File: config.mk
export PLATFORM = sky130hd
export DESIGN_NAME = apb_master_arbiter
export DESIGN_NICKNAME = d
export VERILOG_FILES = /design/src/rtl/apb_master_arbiter.sv
export SDC_FILE = /design/constraint.sdc
export NUM_CORES = 1
export LEC_CHECK = 0
export CORE_AREA = 2 2 126 128
export CTS_CLUSTER_DIAMETER = 80
export DETAILED_ROUTE_END_ITERATION = 8
export DIE_AREA = 0 0 128 130
export GPL_ROUTABILITY_DRIVEN = 0
export PLACE_DENSITY = 0.73
export SLEW_MARGIN = 20
export SYNTH_ARGS = -nofsm -noshare
export SYNTH_HDL_FRONTEND = slang
export SYNTH_SLANG_ARGS = --single-unit
File: constraint.sdc
create_clock -name clk -period 5.5 [get_ports clk]
set_input_delay 0.825 -clock clk [delete_from_list [all_inputs] [get_ports clk]]
set_output_delay 0.825 -clock clk [all_outputs]
set_load 0.05 [all_outputs]
File: src/rtl/apb_master_arbiter.sv
// Round-robin arbiter that shares one APB master port between NREQ requesters,
// sequencing SETUP/ACCESS phases and aborting transfers that stall too long.
module apb_master_arbiter #(
   parameter int NREQ    = 4,
   parameter int AW      = 16,
   parameter int DW      = 32,
   parameter int TIMEOUT = 15
) (
   input  logic              clk,
   input  logic              Rst,
   input  logic [NREQ-1:0]   req,
   input  logic [NREQ-1:0]   req_write,
   input  logic [NREQ*AW-1:0] req_addr,
   input  logic [NREQ*DW-1:0] req_wdata,
   output logic [NREQ-1:0]   ack,
   output logic              err,
   output logic [DW-1:0]     rdata,
   output logic [AW-1:0]     PAddr,
   output logic [DW-1:0]     PWData,
   output logic              PWrite,
   output logic              PSel,
   output logic              PEnable,
   input  logic              PReady,
   input  logic [DW-1:0]     PRData,
   output logic [1:0]        dbg_state
);

   localparam int LW = (NREQ > 1) ? $clog2(NREQ) : 1;
   localparam int CW = (TIMEOUT > 0) ? $clog2(TIMEOUT + 1) : 1;

   typedef enum logic [1:0] {
      S_IDLE   = 2'd0,
      S_SETUP  = 2'd1,
      S_ACCESS = 2'd2
   } state_e;

   state_e          state_q, state_d;
   logic [LW-1:0]   last_q, last_d;
   logic [LW-1:0]   gnt_q, gnt_d;
   logic [CW-1:0]   cnt_q, cnt_d;
   logic [NREQ-1:0] ack_q, ack_d;
   logic            err_q, err_d;
   logic [DW-1:0]   rdata_q, rdata_d;
   logic [AW-1:0]   paddr_q, paddr_d;
   logic [DW-1:0]   pwdata_q, pwdata_d;
   logic            pwrite_q, pwrite_d;
   logic            psel_q, psel_d;
   logic            penable_q, penable_d;

   logic [NREQ-1:0] eligible;
   logic            found;
   logic [LW-1:0]   pick;

   // The requester being acked this cycle is masked so it cannot win twice in a row
   // on a stale req that it has not yet had the chance to drop.
   always_comb begin
      eligible = req & ~ack_q;
      found    = 1'b0;
      pick     = '0;
      for (int k = 1; k <= NREQ; k++) begin
         if (!found && eligible[(int'(last_q) + k) % NREQ]) begin
            found = 1'b1;
            pick  = LW'((int'(last_q) + k) % NREQ);
         end
      end
   end

   always_comb begin
      state_d   = state_q;
      last_d    = last_q;
      gnt_d     = gnt_q;
      cnt_d     = cnt_q;
      ack_d     = '0;
      err_d     = 1'b0;
      rdata_d   = rdata_q;
      paddr_d   = paddr_q;
      pwdata_d  = pwdata_q;
      pwrite_d  = pwrite_q;
      psel_d    = psel_q;
      penable_d = penable_q;

      case (state_q)
         S_IDLE: begin
            psel_d    = 1'b0;
            penable_d = 1'b0;
            if (found) begin
               gnt_d     = pick;
               last_d    = pick;
               paddr_d   = req_addr[int'(pick)*AW +: AW];
               pwdata_d  = req_wdata[int'(pick)*DW +: DW];
               pwrite_d  = req_write[pick];
               psel_d    = 1'b1;
               cnt_d     = '0;
               state_d   = S_SETUP;
            end
         end

         S_SETUP: begin
            penable_d = 1'b1;
            state_d   = S_ACCESS;
         end

         S_ACCESS: begin
            if (PReady) begin
               ack_d     = NREQ'(1) << gnt_q;
               if (!pwrite_q) rdata_d = PRData;
               psel_d    = 1'b0;
               penable_d = 1'b0;
               state_d   = S_IDLE;
            end else if (TIMEOUT != 0 && cnt_q == CW'(TIMEOUT)) begin
               // Abort: report the error but keep the last good read data.
               ack_d     = NREQ'(1) << gnt_q;
               err_d     = 1'b1;
               psel_d    = 1'b0;
               penable_d = 1'b0;
               state_d   = S_IDLE;
            end else begin
               cnt_d = cnt_q + CW'(1);
            end
         end

         default: begin
            psel_d    = 1'b0;
            penable_d = 1'b0;
            state_d   = S_IDLE;
         end
      endcase
   end

   always_ff @(posedge clk or negedge Rst) begin
      if (!Rst) begin
         state_q   <= S_IDLE;
         last_q    <= LW'(NREQ - 1);
         gnt_q     <= '0;
         cnt_q     <= '0;
         ack_q     <= '0;
         err_q     <= 1'b0;
         rdata_q   <= '0;
         paddr_q   <= '0;
         pwdata_q  <= '0;
         pwrite_q  <= 1'b0;
         psel_q    <= 1'b0;
         penable_q <= 1'b0;
      end else begin
         state_q   <= state_d;
         last_q    <= last_d;
         gnt_q     <= gnt_d;
         cnt_q     <= cnt_d;
         ack_q     <= ack_d;
         err_q     <= err_d;
         rdata_q   <= rdata_d;
         paddr_q   <= paddr_d;
         pwdata_q  <= pwdata_d;
         pwrite_q  <= pwrite_d;
         psel_q    <= psel_d;
         penable_q <= penable_d;
      end
   end

   assign ack       = ack_q;
   assign err       = err_q;
   assign rdata     = rdata_q;
   assign PAddr     = paddr_q;
   assign PWData    = pwdata_q;
   assign PWrite    = pwrite_q;
   assign PSel      = psel_q;
   assign PEnable   = penable_q;
   assign dbg_state = state_q;

endmodule

Word-level counts from Yosys, hierarchy flattened
Index checks and enable logic that the tools add are counted.
Word-level totals
  output and inout port bits: 90
  register bits: 98
  bits of input ports: 235
Operators by class
  reduce and logical (&&, ||, !) cells: 17
  $add $sub $neg: 5
  shift-type cells: 3
  bitwise gates (word level): 8
  order comparisons: 5
  mux-type cells: 41
  equal/unequal tests: 7
Operator list (number)
  128-bit by 8-bit variable part select with 32-bit output: 1
  64-bit by 7-bit variable part select with 16-bit output: 1
  4-bit two-way mux: 6
  1-bit two-way mux: 19
  3-bit by 4-bit less-than comparator with 1-bit output (second input constant): 4
  2-bit two-way mux: 7
  1-bit binary-select mux with 2-bit select: 5
  4-bit case mux with 2 select lines: 1
  2-bit OR reduction: 4
  2-bit != test (second input constant): 3
  2-bit case mux with 3 select lines: 1
  2-bit AND reduction: 3
  2-bit by 1-bit adder with 2-bit output (second input constant): 2
  2-bit adder (second input constant): 2
  4-bit by 1-bit adder with 4-bit output (second input constant): 1
  1-bit AND (first input constant): 4
  4-bit AND: 1
  4-bit equality test (second input constant): 1
  4-bit inverter: 1
  4-bit AND reduction: 1
  1-bit by 2-bit << shifter with 4-bit output (first input constant): 1
  1-bit logical AND: 3
  1-bit zero test: 3
  2-bit by 3-bit less-than comparator with 1-bit output (second input constant): 1
  9 further kinds: 10

Logic depth before layout (Yosys ltp)
Gate-level depths: netlist of run 1.
  depth in word-level cells: 18
  gate-level depth with buffers: 8
  mapped depth without buffers: 6

Worst setup path before layout of run 1
No wires, ideal clock.
  kind: in2reg
  from: input port req[0]
  to: register pwdata_q[2], in the netlist PWData[2]
  setup time: 0.142 ns
  arrival time: 2.118 ns
  path slack: 3.239 ns
  stages: 8
  buffers on the path: 3
  cells stage by stage: and3b_1 o21a_1 a311oi_1 buf_4 buf_6 buf_6 mux2i_1 o221ai_1
Between the ends
  word-level cells in the longest chain between the ends: 15
RTL lines
  start: declaration: line 11  | input logic [NREQ-1:0] req,
  4-bit AND (*): line 57  | eligible = req & ~ack_q;
  1-bit binary-select mux with 2-bit select: line 61  | if (!found && eligible[(int'(last_q) + k) % NREQ]) begin
  1-bit two-way mux (not written as such) (2 in series): line 61
  1-bit two-way mux: line 61
  1-bit zero test: line 61
  1-bit logical AND: line 61
  1-bit two-way mux: line 61
  1-bit zero test: line 61
  1-bit logical AND: line 61
  1-bit two-way mux: line 61
  1-bit zero test: line 61
  1-bit logical AND: line 61
  2-bit two-way mux / 1-bit two-way mux (equally long branches): line 61
  128-bit by 8-bit variable part select with 32-bit output / 2-bit AND reduction (equally long branches)
  end signal: assignment: line 153  | pwdata_q <= pwdata_d;
  end: declaration: line 45  | logic [DW-1:0] pwdata_q, pwdata_d;
Mark *: on every way between the ends. The rest lies on a longest branch, timed or not. The select of a mux whose other input is x is not followed.
A chain may end at the register's enable or synchronous reset.

Worst setup path in the final report of run 1
  from: input port req[1]
  to: register pwdata_q[30], in the netlist PWData[30]
Same word-level chain as after synthesis.

==> results of run 1 <==
-- per-stage QoR --
| stage | cells | hold WS (ns) | util, % | area (µm²) |
|---|---|---|---|---|
| after global routing | 917 | 0.519 | 56.1 | 8650 |
| final | 917 | 0.480 | 56.1 | 8650 |
| after global placement | 901 | 0.468 | 53.8 | 8300 |
| after detailed placement | 901 | 0.472 | 53.8 | 8300 |
| after CTS | 917 | 0.491 | 56.1 | 8650 |
| after floorplan | 411 | 0.463 | - | 4930 |
-- routing by layer --
layer | wire length, µm | GRT usage (%)
met3 | 1640 | 6.77
met5 | 0 | 0
met2 | 8840 | 36.8
met4 | 252 | 5.56
met1 | 6490 | 21.9
-- kinds of logic after synthesis --
family                     count (synthesis)  synth area share [%]
muxes                                    131                  27.5
DFF                                       98                  49.8
and+or+nand+nor                           86                  7.92
AOI/OAI and AO/OA                         62                  10.7
buffers and inverters                     31                  3.50
xor gates and xnor gates                   2                 0.356
adders and majority gates                  1                 0.254
-- synth_stat cells (all sizes together) --
library cell and instances:
nor3b 5, inv 1, o21a 3, a311oi 1, nand2b 6, a21oi 1, a41o 1, xor2 2
nor3 2, and3 1, o22ai 1, nor2b 3, nand4 1, o2111a 1, buf 20, dfstp 2
nor2 4, o221ai 49, dfrtp 96, and3b 1, clkbuf 10, or2 2, nand2 59, mux2 33
or3b 1, nand3b 1, a21o 2, a221oi 1, mux2i 98, ha 1, o21ai 2
-- flip-flops by register name (all words and copies together) (netlist names), 2 cells and up --
signal	cells
PAddr	16
PWData	32
ack	4
cnt_q	4
dbg_state	2
gnt_q	2
last_q	2
rdata	32
-- power by group through the flow --
stage                     Clock [mW]  Sequential [mW]  Combinational (mW)
final                          0.738             1.30                3.20
after global routing           0.785             1.34                3.38
after CTS                      0.758             1.30                3.23
after detailed placement           0             1.30                3.22
after global placement             0             1.28                3.15
after floorplan                    0             2.35                1.08
-- critical path, cell delays in order --
cell and delay (ns):
clkdlybuf4s50_1 0.44, nand2b_1 0.18, a41o_2 0.86, inv_2 0.25, nand2_2 0.84, o221ai_1 0.28
-- final cells by class --
cell class	instances	area (µm²)	share of cell area [%]
inverter	1	3.75	0.0434
timing repair buffer	328	3270	37.8
tap	192	240	2.78
clock buffer	11	243	2.81
sequential	98	2450	28.4
clock inverter	5	108	1.24
multi-input combinational	282	2330	26.9
-- cell usage in the layout (no fill, tap or decap), types with 2 or more instances in the layout --
cell type | netlist | final
clkdlybuf4s50_1 | 0 | 323
mux2i_1 | 98 | 98
dfrtp_1 | 96 | 96
nand2_1 | 59 | 58
o221ai_1 | 49 | 49
mux2_2 | 33 | 33
clkbuf_16 | 0 | 9
nand2b_1 | 6 | 5
buf_4 | 9 | 5
nor3b_1 | 5 | 4
nor2_1 | 4 | 4
nor2b_1 | 3 | 3
o21a_1 | 3 | 3
bufinv_16 | 0 | 3
o21ai_0 | 2 | 2
nor3_1 | 2 | 2
or2_2 | 2 | 2
xor2_1 | 2 | 2
a21o_1 | 2 | 2
inv_6 | 0 | 2
dfstp_2 | 2 | 2
-- final timing paths --
check	depth (start not counted)	slack, ns	start	endpoint
setup / recovery	6	1.93	req[1]	PWData[30]
hold / removal	1	0.48	Rst	PAddr[3]
setup reg to reg	5	2.46	ack[1]	PWData[30]
hold reg to reg	2	0.49	PAddr[2]	PAddr[2]
max in group asynchronous	2	3.91	Rst	cnt_q[0]
min in group clk	2	0.49	PAddr[2]	PAddr[2]
==> results.sh, run 1 <==
export IMPL_grt_max_degree=57
export IMPL_wl_per_cell_um=18.8
export IMPL_grt_pass1_vias=4871
export IMPL_cts_resized=0
export IMPL_root_buffer="clkbuf_16"
export IMPL_dp_hpwl_mm=13.3
export IMPL_cts_reportedPaths_clkPinSlew_ns=0.07
export IMPL_combPwrFrac_pct=61.1
export IMPL_fmax_ghz=0.280
export IMPL_pwr_density_cell_nw_per_um2=605
export IMPL_synth_distinct_cells=34
export IMPL_clockPowerShare_pct=14.1
export IMPL_setup_slack_ns=1.93
export IMPL_routed_via_density=5.02
export IMPL_intPower_mw=2.75
export IMPL_worstPathArrival_ns=3.72
export IMPL_synthCells=411
export IMPL_io_pins=325
export IMPL_switching_power_mw=2.48
export IMPL_clock_latency_ns=0.34
export IMPL_drtIter0Drc=175
export IMPL_fin_crit_ns=3.57
export IMPL_cts_buffers=9
export IMPL_setup_viol=0
export IMPL_num_fill_cells=1290
export IMPL_clk_path_buf_depth=2
export IMPL_setup_tns_final_ns=0
export IMPL_finalClockSkew_ns=0.00878
export IMPL_insertedDiodeCount=0
export IMPL_antenna_found_initial=0
export IMPL_ys_warn_count=0
export IMPL_cts_sinks=98
export IMPL_post_cts_buffers=0
export IMPL_cts_tree="built"
export IMPL_die_w_um=128
export IMPL_grt_pass1_wl_mm=25.7
export IMPL_dp_slack_ns=1.61
export IMPL_holdCritPathClass="input pin to async pin"
export IMPL_syn_nets=647
export IMPL_gr_total_overflow=0
export IMPL_yosysSeqAreaShare_pct=49.8
export IMPL_htree_levels=3
export IMPL_outcome="complete, no violations"
export IMPL_first_pass_iters=4
export IMPL_drt_total_wl_mm=17.2
export IMPL_num_vias=4606
export IMPL_yosys_area_top_type="dfrtp_1"
export IMPL_ys_top_cells_by_area="dfrtp_1 (49%), mux2i_1 (20%), o221ai_1 (8.7%)"
export IMPL_area_growth_pct=75.5
export IMPL_power_mw=5.23
export IMPL_grt_usage_pct=20.0
export IMPL_period_share_pct=64.8
export IMPL_cp_end_kind="flip-flop"
export IMPL_drc=0
export IMPL_start_util_pct=31.9
export IMPL_hold_buffers=0
export IMPL_synth_area_per_cell_um2=12.0
export IMPL_power_frac_seq_pct=24.8
export IMPL_swShare_pct=47.4
export IMPL_rsz0062_at_grt="no"
export IMPL_synthDominantCellAreaShare_pct=48.8
export IMPL_ys_ff_latch=98
export IMPL_ir_worst_vdd_mv=0.474
export IMPL_core_um2=15400
export IMPL_relSlewSlack_pct=29.0
export IMPL_die_area_um2=16600
export IMPL_drtAntennaViolNets=0
export IMPL_hold_viol_final=0
export IMPL_drv_cap=0
export IMPL_rows=46
export IMPL_cp_required_ns=5.65
export IMPL_worstMarginPinSlew_ns=1.07
export IMPL_startpoint_type="input pin"
export IMPL_nNetsFinal=956
export IMPL_netlist_area_um2=4930
export IMPL_critPathKind="input pin to flip-flop"
export IMPL_path_max_fanout=52
export IMPL_cellLeakagePower_nw=3.70
export IMPL_die_y_um=130
export IMPL_drive_above_1_share_pct=8.83
export IMPL_port_buffers=324
export IMPL_maxSlewViolCount=0
Note: power is estimated with default switching activity, not from simulation.
==> inputs of run 2 (changes only) <==
- PLACE_DENSITY: 0.73 -> 0.76
- clock period: 5.5 -> 3.08 ns (I/O delays scaled with it)
==> run 2 against run 1 <==
  * Wire length is 4.3% higher
  * Die area stayed put
  * Worst hold slack worse by 0.36 ns
  * Highest routed layer unchanged
==> results.sh, run 2 (synthesized netlist as in run 1, its figures left out) <==
export IMPL_cts_buffers=9
export IMPL_period_share_pct=74.1
export IMPL_slowest_stage="clkdlybuf4s50_1"
export IMPL_core_um2=15400
export IMPL_pwr_density_cell_nw_per_um2=1070
export IMPL_cellLeakagePower_nw=3.74
export IMPL_final_common_cell="clkdlybuf4s50_1"
export IMPL_num_fill_cells=1277
export IMPL_switching_power_mw=4.50
export IMPL_combPwrFrac_pct=63.4
export IMPL_ir_worst_vdd_mv=0.855
export IMPL_drive_above_1_share_pct=10.3
export IMPL_num_vias=4750
export IMPL_worstPathArrival_ns=2.49
export IMPL_start_util_pct=31.9
export IMPL_grt_max_degree=53
export IMPL_gr_total_overflow=0
export IMPL_root_buffer="clkbuf_16"
export IMPL_critPathKind="input pin to flip-flop"
export IMPL_intPower_mw=4.80
export IMPL_drv_cap=0
export IMPL_grt_pass1_vias=5099
export IMPL_cp_end_kind="flip-flop"
export IMPL_power_frac_seq_pct=24.7
export IMPL_drc=0
export IMPL_htree_levels=3
export IMPL_cts_tree="built"
export IMPL_worst_r2r_path_depth=7
export IMPL_outcome="complete, no violations"
export IMPL_grt_pass1_wl_mm=26.9
export IMPL_wl_per_cell_um=19.3
export IMPL_finalClockSkew_ns=0.00806
export IMPL_cp_required_ns=3.29
export IMPL_die_area_um2=16600
export IMPL_nNetsFinal=967
export IMPL_hold_viol_final=0
export IMPL_dp_hpwl_mm=13.7
export IMPL_holdCritPathClass="input pin to async pin"
export IMPL_fin_crit_ns=2.28
export IMPL_relSlewSlack_pct=55.6
export IMPL_clockPowerShare_pct=11.8
export IMPL_startpoint_type="input pin"
export IMPL_rsz0062_at_grt="no"
export IMPL_port_buffers=324
export IMPL_drtIter0Drc=155
export IMPL_holdWs_ns=0.123
export IMPL_cp_cell_sequence="clkdlybuf4s50_1 -> and3b_1 -> o21a_1 -> a311oi_4 -> buf_12 -> buf_12 -> mux2i_1 -> o221ai_1"
export IMPL_setup_viol=0
export IMPL_area_growth_pct=77.2
export IMPL_antenna_found_initial=1
export IMPL_rows=46
export IMPL_cts_sinks=98
export IMPL_die_y_um=130
export IMPL_first_pass_iters=4
export IMPL_clk_path_buf_depth=2
export IMPL_cpMostUsedCell="buf_12"
export IMPL_die_w_um=128
export IMPL_cp_slowest_stage_delay_ns=0.47
export IMPL_path_max_fanout=25
export IMPL_post_cts_buffers=0
export IMPL_layout_common_cells="clkdlybuf4s50_1 (323), mux2i_1 (98), dfrtp_1 (96)"
export IMPL_setup_tns_final_ns=0
export IMPL_final_util_pct=56.6
export IMPL_io_pins=325
export IMPL_fmax_ghz=0.438
export IMPL_clock_latency_ns=0.35
export IMPL_hold_buffers=0
export IMPL_maxSlewViolCount=0
export IMPL_grt_usage_pct=21.1
export IMPL_drt_total_wl_mm=18.0
export IMPL_routed_via_density=5.11
export IMPL_drtAntennaViolNets=0
export IMPL_worstMarginPinSlew_ns=0.667
export IMPL_cts_resized=0
export IMPL_swShare_pct=48.4
export IMPL_cts_reportedPaths_clkPinSlew_ns=0.07
==> run 2: cell types whose count changed in the layout (fill, tap and decap cells not counted), sizes merged <==
cell | previous run | this run
clkinvlp | 0 | 2
clkinv | 0 | 2
diode | 0 | 1
buf | 5 | 16
bufinv | 3 | 0
clkbuf | 11 | 10
==> run 2: critical path: cells and delay by family <==
kind                   cells  cell delay [ns]
AND/OR/NAND/NOR            1             0.21
multiplexers               1             0.24
AO/OA/AOI/OAI              3             0.64
buffers and inverters      3             0.92
==> run 2: final timing paths <==
check	slack (ns)	start	endpoint
max	0.80	req[0]	PWData[23]
min	0.12	Rst	rdata[29]
max reg2reg	0.81	last_q[1]	PWData[23]
min reg2reg	0.48	PWData[29]	PWData[29]
max in group asynchronous	2.19	Rst	cnt_q[3]
min in group clk	0.48	PWData[29]	PWData[29]
==> run 2: final cells by class <==
class	instances	area, µm²	share of cell area (%)
Sequential cell	98	2450	28.1
Clock inverter	6	48.8	0.559
Tap cell	192	240	2.75
Timing Repair Buffer	339	3420	39.1
Multi-Input combinational cell	282	2330	26.7
Antenna cell	1	2.50	0.0287
Clock buffer	10	239	2.74
Inverter	1	3.75	0.0430
==> run 2: power by group through the flow <==
stage / Sequential (mW) / Clock [mW] / Combinational, mW
after floorplan: 4.19 / 0 / 1.93
after global placement: 2.28 / 0 / 5.84
after detailed placement: 2.32 / 0 / 5.94
after CTS: 2.31 / 1.15 / 5.96
after global routing: 2.38 / 1.20 / 6.23
final: 2.30 / 1.10 / 5.90
==> run 2: layer usage <==
metal	part of all wire (%)	routed length (µm)	global-route usage (%)	vias up
li1	-	-	-	2178
met1	37	6630	22.7	2280
met2	49	8840	36.2	247
met3	10	1820	8.04	45
met4	3.8	684	11.0	0
met5	0	0	0	-
==> run 2: metrics by stage <==
stage / power (mW) / std cells / worst slack, ns / area, µm²
6_report: 9.30 / 929 / 0.799 / 8730
5_1_grt: 9.81 / 929 / 0.672 / 8730
4_1_cts: 9.41 / 928 / 0.794 / 8730
3_5_place_dp: 8.27 / 912 / 0.428 / 8440
3_3_place_gp: 8.12 / 912 / 0.556 / 8440
2_1_floorplan: 6.12 / 411 / 0.930 / 4930
==> variant, RTL diff (flow settings as in run 1) <==
`TIMEOUT`: 15 -> 30.
--- a/src/rtl/apb_master_arbiter.sv
+++ b/src/rtl/apb_master_arbiter.sv
@@ -4,7 +4,7 @@
    parameter int NREQ    = 4,
    parameter int AW      = 16,
    parameter int DW      = 32,
-   parameter int TIMEOUT = 15
+   parameter int TIMEOUT = 30
 ) (
    input  logic              clk,
    input  logic              Rst,
Formal check against the unedited RTL: no difference found for any inputs over 4 cycles, from zero or initial values and one cycle with Rst low; that may be too few to reach the edited logic, so the function may still have changed.
==> variant against run 1 <==
- largest power group unchanged
- utilization rose by 0.75 points
- cell count rose by 2.1%
- routed wire length rose by 5.5%
- cell area rose by 1.3%
- worst setup slack improved by 0.19 ns
- via count rose by 3.6%
- power rose by 0.82%
- area after synthesis rose by 3.0%
- sequential cell count rose by 1
==> variant: results (changes against run 1) <==
CP delay by family, top=buffers and inverters (was compound AO/OA/AOI/OAI gates); WHS=0.481 ns (was 0.480 ns); Post-Syn Nets=668 (was 647); Setup crit end kind=register (unchanged); Slew HR=25.0% (was 29.0%); Switching Share=48.6% (was 47.4%); drt initial violations=239 (was 175); initial antenna violation count=0 (unchanged); worst reg2reg path endpoint=PWData[12] (was PWData[30]); slowest CP cell=buf_4 (was a41o_2); via/cell ratio=5.10 (was 5.02); layout cell share with drive strength beyond 1=8.47% (was 8.83%); Post-Layout Cell Count=936 (was 917); R2R depth=6 (was 5); Worst R2R Setup Slack=2.71 ns (was 2.46 ns); Leak Pwr=3.86 nW (was 3.70 nW); Pre-Repair DR Iteration Count=4 (unchanged); fin nets=976 (was 956); commonest cells in the netlist=mux2i_1 (98), dfrtp_1 (97), nand2_1 (63), o221ai_1 (50), mux2_2 (29) (was mux2i_1 (98), dfrtp_1 (96), nand2_1 (59), o221ai_1 (49), mux2_2 (33)); Ant. Diodes=0 (unchanged); crit path max fanout=61 (was 52); Data arrival, critical path=3.56 ns (was 3.72 ns); top post-synthesis cells by area=dfrtp_1 (48%), mux2i_1 (19%), o221ai_1 (8.6%) (was dfrtp_1 (49%), mux2i_1 (20%), o221ai_1 (8.7%)); DP Cell Count=920 (was 901); largest net degree at the start of global routing=62 (was 57); register area share after synthesis=48.8% (was 49.8%); hpwl dp=13.8 mm (was 13.3 mm); synth unique cells=40 (was 34); outcome=complete, no violations (unchanged); Largest stage delay, worst path=0.79 ns (was 0.86 ns); Peak VDD IR=337 uV (was 474 uV); total track usage=21.1% (was 20.0%); Post-Route WL=18.2 mm (was 17.2 mm); first-pass GRT wire length=27.3 mm (was 25.7 mm); Worst Skew=0.0102 ns (was 0.00878 ns)
variant: logic make-up after synthesis:
family,share of synthesized area [%]
simple gates,7.84
flops,48.8
fa+ha+maj,0.493
xor+xnor,0.518
compound gates,11.6
buf+inv,4.31
mux,26.4
variant: power groups by stage:
stage               clock network [mW]  logic, mW  registers (mW)
CTS                              0.697       3.32            1.30
detailed placement                   0       3.31            1.30
finish                           0.682       3.29            1.30
floorplan                            0       1.15            2.36
global placement                     0       3.25            1.28
global route                     0.734       3.47            1.34
variant: cell type report:
type | count | area, um^2
Sequential cell | 99 | 2480
Inverter | 5 | 18.8
Tap cell | 192 | 240
Fill cell | 1324 | 6660
Clock buffer | 11 | 253
Clock inverter | 5 | 65.1
Timing Repair Buffer | 331 | 3290
Multi-Input combinational cell | 293 | 2410
variant: metrics by stage:
step	cell area (um^2)	worst slack [ns]
6_report	8760	2.13
5_1_grt	8760	1.96
4_1_cts	8760	2.17
3_5_place_dp	8450	1.79
3_3_place_gp	8450	1.83
2_1_floorplan	5080	3.26
variant: worst max path at each step:
stage,endpoint,slack (ns),cells after the start
detailed placement,PWData[12],1.79,7
global route,PWData[12],1.96,7
global placement,PWData[12],1.83,7
finish,PWData[12],2.13,7
CTS,PWData[12],2.17,7
floorplan,PWData[3],3.26,9
variant: per-layer routing:
metal	vias up	routed length, um	global-route usage [%]
li1	2221	-	-
met1	2321	7150	25.9
met2	192	9390	36.5
met3	38	1070	4.31
met4	0	567	8.73
met5	-	0	0
